===== config.mk =====
export PLATFORM = sky130hd
export DESIGN_NAME = eth_tx_scheduler
export DESIGN_NICKNAME = d
export VERILOG_FILES = /design/src/rtl/eth_tx_scheduler.sv
export SDC_FILE = /design/constraint.sdc
export NUM_CORES = 1
export LEC_CHECK = 0
export CAP_MARGIN = 20
export CORE_MARGIN = 4
export CORE_UTILIZATION = 35
export DETAILED_ROUTE_END_ITERATION = 12
export PLACE_DENSITY = 0.58
export SLEW_MARGIN = 20
export SYNTH_ARGS = -nofsm -noshare
export SYNTH_HDL_FRONTEND = slang
export SYNTH_SLANG_ARGS = --single-unit

===== constraint.sdc =====
create_clock -name clk -period 1.9 [get_ports clk]
set_clock_uncertainty 0.1 [all_clocks]
set_input_delay 0.38 -clock clk [delete_from_list [all_inputs] [get_ports clk]]
set_output_delay 0.38 -clock clk [all_outputs]
set_load 0.01 [all_outputs]

===== src/rtl/eth_tx_scheduler.sv =====
// eth_tx_scheduler: round-robin two-source RMII TX dibit scheduler with preamble/SFD and IFG.
// Define ETH_TX_SCHED_PAD_EN to zero-pad short frames up to MIN_FRAME bytes.
module eth_tx_scheduler #(
  parameter int IFG_CYCLES = 48,
  parameter int PREAMBLE_BYTES = 7
`ifdef ETH_TX_SCHED_PAD_EN
  , parameter int MIN_FRAME = 60
`endif
) (
  input  logic       clk,
  input  logic       rst_n,
  input  logic       s0_valid,
  input  logic [7:0] s0_data,
  input  logic       s0_last,
  output logic       s0_ready,
  input  logic       s1_valid,
  input  logic [7:0] s1_data,
  input  logic       s1_last,
  output logic       s1_ready,
  output logic       axiov,
  output logic [1:0] axiod,
  output logic [1:0] grant,
  output logic       busy,
  output logic       frame_done,
  output logic       underrun
);
  localparam logic [7:0] PRE_LAST = 8'(PREAMBLE_BYTES * 4 + 3);
  localparam logic [7:0] IFG_LAST = 8'(IFG_CYCLES - 1);
  typedef enum logic [2:0] {IDLE, PRE, DATA, IFG
`ifdef ETH_TX_SCHED_PAD_EN
    , PAD
`endif
  } state_t;
  state_t state, state_n;
  logic [7:0] cnt, byte_q, sd;
  logic sel, pri, last_q, ready, done_n, und_n, sv, sl, req, sel_n;
`ifdef ETH_TX_SCHED_PAD_EN
  logic [6:0] bytes;
`endif
  assign sv = sel ? s1_valid : s0_valid;
  assign sd = sel ? s1_data : s0_data;
  assign sl = sel ? s1_last : s0_last;
  assign req = s0_valid | s1_valid;
  // pri names the source that wins when both request at once
  assign sel_n = (s0_valid & s1_valid) ? pri : s1_valid;
  assign busy = state != IDLE;
  assign axiov = busy && state != IFG;
  assign grant = axiov ? (sel ? 2'b10 : 2'b01) : 2'b00;
  assign axiod = state == PRE ? (cnt == PRE_LAST ? 2'b11 : 2'b01) : axiov ? byte_q[{cnt[1:0], 1'b0} +: 2] : 2'b00;
  assign s0_ready = ready & ~sel;
  assign s1_ready = ready & sel;
  always_comb begin
    state_n = state;
    ready = 1'b0;
    done_n = 1'b0;
    und_n = 1'b0;
    case (state)
      IDLE: state_n = req ? PRE : IDLE;
      PRE:
        if (cnt == PRE_LAST) begin
          ready = 1'b1;
          und_n = ~sv;
          state_n = sv ? DATA : IFG;
        end
      DATA:
        if (cnt[1:0] == 2'd3) begin
          if (last_q) begin
`ifdef ETH_TX_SCHED_PAD_EN
            done_n = bytes >= 7'(MIN_FRAME);
            state_n = done_n ? IFG : PAD;
`else
            done_n = 1'b1;
            state_n = IFG;
`endif
          end else begin
            ready = 1'b1;
            und_n = ~sv;
            state_n = sv ? DATA : IFG;
          end
        end
`ifdef ETH_TX_SCHED_PAD_EN
      PAD:
        if (cnt[1:0] == 2'd3 && bytes >= 7'(MIN_FRAME - 1)) begin
          done_n = 1'b1;
          state_n = IFG;
        end
`endif
      IFG: state_n = cnt == IFG_LAST ? IDLE : IFG;
      default: state_n = IDLE;
    endcase
  end
  always_ff @(posedge clk or negedge rst_n)
    if (!rst_n) begin
      state <= IDLE;
      cnt <= 8'd0;
      sel <= 1'b0;
      pri <= 1'b0;
      byte_q <= 8'd0;
      last_q <= 1'b0;
      frame_done <= 1'b0;
      underrun <= 1'b0;
`ifdef ETH_TX_SCHED_PAD_EN
      bytes <= 7'd0;
`endif
    end else begin
      state <= state_n;
      frame_done <= done_n;
      underrun <= und_n;
      cnt <= (state_n == state && state != IDLE) ? cnt + 8'd1 : 8'd0;
      if (state == IDLE && req) begin
        sel <= sel_n;
        pri <= ~sel_n;
      end
      if (ready && sv) begin
        byte_q <= sd;
        last_q <= sl;
      end
`ifdef ETH_TX_SCHED_PAD_EN
      if (state == IDLE) bytes <= 7'd0;
      else if ((ready && sv) || (state == PAD && cnt[1:0] == 2'd3)) bytes <= bytes + {6'd0, bytes != 7'd127};
      if (state_n == PAD && state != PAD) byte_q <= 8'd0;
`endif
    end
endmodule


==> flow_summary.json <==
{
  "drive_gt1_share_pct": 38.1,
  "synth.area.mux_share_pct": 10.9,
  "remaining_drc_errors": 0,
  "setup_viol": 16,
  "post-route-cell-area_sq_mm": 0.00209,
  "min_path_type": "in2async",
  "synth_cells": 135,
  "avgRoutedWirePerCell_um": 13.9,
  "yosysUniqueCellTypes": 35,
  "antennaDiodeCount": 0,
  "cts_tree": "yes",
  "grt_pass1_vias": 1276,
  "dr.first_iter.drc_count": 37,
  "first_pass_iters": 4,
  "synth_adder_area_share_pct": 0.940,
  "cts_made_buffers": 3,
  "finalCritPeriodShare_pct": 109,
  "netlist_area_sq_mm": 0.00133,
  "startpoint": "cnt[0]",
  "grt_overflow": 0,
  "fmax_mhz": 484,
  "synth_edf_count": 0,
  "insertion_delay_ns": 0.26,
  "num_io_pins": 32,
  "fin_nets": 226,
  "ys_warn_count": 0,
  "grt_usage_pct": 14.9,
  "p_leak_nw": 0.930,
  "h-tree-depth": 1,
  "yosysTopAreaCell": "dfrtp_1",
  "status": "finished with violations",
  "num_rows": 22,
  "end_kind": "primary output",
  "startpoint_type": "flop",
  "antenna_left": 0,
  "fp.dieArea_sq_mm": 0.00485,
  "ys_top_cells_by_area": "dfrtp_1 45%, mux2i_1 7.5%, o21ai_0 7.1%",
  "drv_slew": 0,
  "violations": "negative setup slack",
  "vias": 1216,
  "dpl.hpwl_um": 2480,
  "timing.final.hold_violations": 0,
  "synth_top_family_by_area": "simple AND/OR/NAND/NOR gates",
  "fp.dieH_um": 69.7,
  "clock-sinks": 24,
  "power_density_mw_per_mm2": 595,
  "ir_drop_uv": 297,
  "synth_top_cells_by_count": "24 x dfrtp_1, 19 x o21ai_0, 15 x nor2_1",
  "async_flop_share_pct": 100,
  "crit_end": "s1_ready",
  "cap_violations": 0,
  "multiInputGateArea_sq_um": 741,
  "place_ws_ns": -0.245,
  "area_growth_pct": 57.0,
  "synth-xor-area-share_pct": 4.61,
  "core_sq_mm": 0.00366,
  "synthSimpleGateAreaFrac_pct": 16.7,
  "synth_most_common_cell": "dfrtp_1",
  "grt_first_pass_wirelength_um": 5870,
  "regToRegSetupSlack_ns": -0.03,
  "synth_nets": 158,
  "grt_antenna_before_repair": 0,
  "clockBufferDepth": 2,
  "clock-root-buffer": "clkbuf_8",
  "start_util_pct": 36.4,
  "min_period_ns": 2.07,
  "wirelength_um": 3470,
  "synth.avg_cell_area_sq_um": 9.86,
  "dpl_cell_area_sq_mm": 0.00188,
  "synth_top_area_share_pct": 45.1,
  "rsz0062_at_grt": "yes",
  "cp_max_fo": 4,
  "grt_max_degree": 25,
  "nFillCells": 336,
  "place_congestion": 0.853,
  "viasPerCell": 4.86,
  "yosys_register_bits": 24,
  "cp.required_ns": 1.42,
  "synth_compound_area_share_pct": 16.3,
  "die_w_um": 69.7,
  "rr_endpoint": "byte_q[0]",
  "seqCellArea_sq_um": 602,
  "io_buffers": 31,
  "synthFlopType": "dfrtp_1",
  "path_clk_slew_ns": 0.08,
  "layout_setup_ws_ns": -0.166,
  "yosysSeqAreaShare_pct": 45.1,
  "cp.arrival_ns": 1.59,
  "r2r-start": "state[1]",
  "hold_buffers": 0,
  "critPathKind": "reg2out",
  "rr_worst_depth": 8
}
## state kept, by name, indices dropped and copies added (netlist names)
| signal | count |
|---|---|
| state | 3 |
| underrun | 1 |
| pri | 1 |
| cnt | 8 |
| frame_done | 1 |
| byte_q | 8 |
| last_q | 1 |
| sel | 1 |
## layout by cell type (no fill, tap or decap), drive strengths merged
| cell type | netlist | layout |
|---|---|---|
| a21oi | 3 | 3 |
| a32oi | 1 | 1 |
| buf | 4 | 48 |
| xnor2 | 4 | 4 |
| nand4 | 2 | 2 |
| dfrtp | 24 | 24 |
| nand3 | 4 | 4 |
| and4bb | 2 | 2 |
| nor3 | 2 | 2 |
| conb | 1 | 1 |
| nor4b | 1 | 1 |
| clkdlybuf4s50 | 0 | 23 |
| nor2b | 4 | 4 |
| ha | 1 | 1 |
| a211o | 1 | 1 |
| o21a | 2 | 2 |
| nor2 | 15 | 15 |
| or2 | 1 | 1 |
| mux2i | 10 | 10 |
| nand2 | 5 | 5 |
| o22ai | 1 | 1 |
| mux4 | 2 | 2 |
| a31oi | 2 | 2 |
| and2 | 2 | 2 |
| nand2b | 2 | 2 |
| inv | 6 | 6 |
| o21ai | 19 | 19 |
| o31ai | 1 | 1 |
| a2111o | 1 | 1 |
| o21ba | 1 | 1 |
| xor2 | 3 | 3 |
| clkbuf | 5 | 5 |
| o32ai | 3 | 3 |
## per-layer routing
metal	GRT usage, %	up-vias	part of all wire [%]
met4	5.53	0	1.4
met3	2.61	6	3.8
li1	-	607	-
met5	0	-	0
met1	18.3	576	43
met2	25.8	27	52
## stage by stage
step	setup TNS (ns)	instances	util, %	power (mW)	hold WS, ns
3_3_place_gp	-2.06	234	51.5	0.878	0.376
2_1_floorplan	0	135	-	0.728	-0.0156
3_5_place_dp	-2.38	234	51.5	0.888	0.389
4_1_cts	-0.894	244	54.6	1.26	0.378
6_report	-0.907	250	57.1	1.25	0.377
5_1_grt	-2.43	250	57.1	1.33	0.403
## repair_timing
| action | in CTS | in global routing |
|---|---|---|
| buffers inserted | 6 | 5 |
| endpoints found under the setup margin | 25 | 24 |
| gates resized for setup | 42 | 28 |
| gates cloned | 0 | 1 |
| pin swaps | 4 | 17 |
## final cells by class
class                           count  area share [%]
Tap cell                           48            2.87
Clock buffer                        4            2.63
Timing Repair Buffer               72            29.2
Sequential cell                    24            28.8
Multi-Input combinational cell     96            35.4
Inverter                            6            1.08
## worst min path at each step
stage,slack [ns],from,endpoint
final,0.38,rst_n,cnt[7]
after global routing,0.40,rst_n,cnt[7]
after CTS,0.38,rst_n,cnt[4]
after detailed placement,0.39,pri,pri
after global placement,0.38,pri,pri
after floorplan,-0.02,rst_n,byte_q[0]
## critical path: stages (launching register included)
cell and delay (ns):
dfrtp_2 0.43, ha_4 0.17, and4bb_2 0.25, a32oi_2 0.24, nor2b_1 0.08, buf_2 0.15
## power breakdown
group | total (mW) | leakage, nW | internal (mW) | switching, mW
Combinational | 0.324 | 0.586 | 0.177 | 0.147
Sequential | 0.574 | 0.315 | 0.540 | 0.0337
Clock | 0.347 | 0.0288 | 0.185 | 0.162
Total | 1.25 | 0.930 | 0.902 | 0.343
## cell families after synthesis
family                     count (synthesis)
DFF                                       24
and+or+nand+nor                           40
xor gates and xnor gates                   7
adders and majority gates                  1
AOI/OAI and AO/OA                         35
other                                      1
buffers and inverters                     15
muxes                                     12
Note: power is estimated with default switching activity, not from simulation.
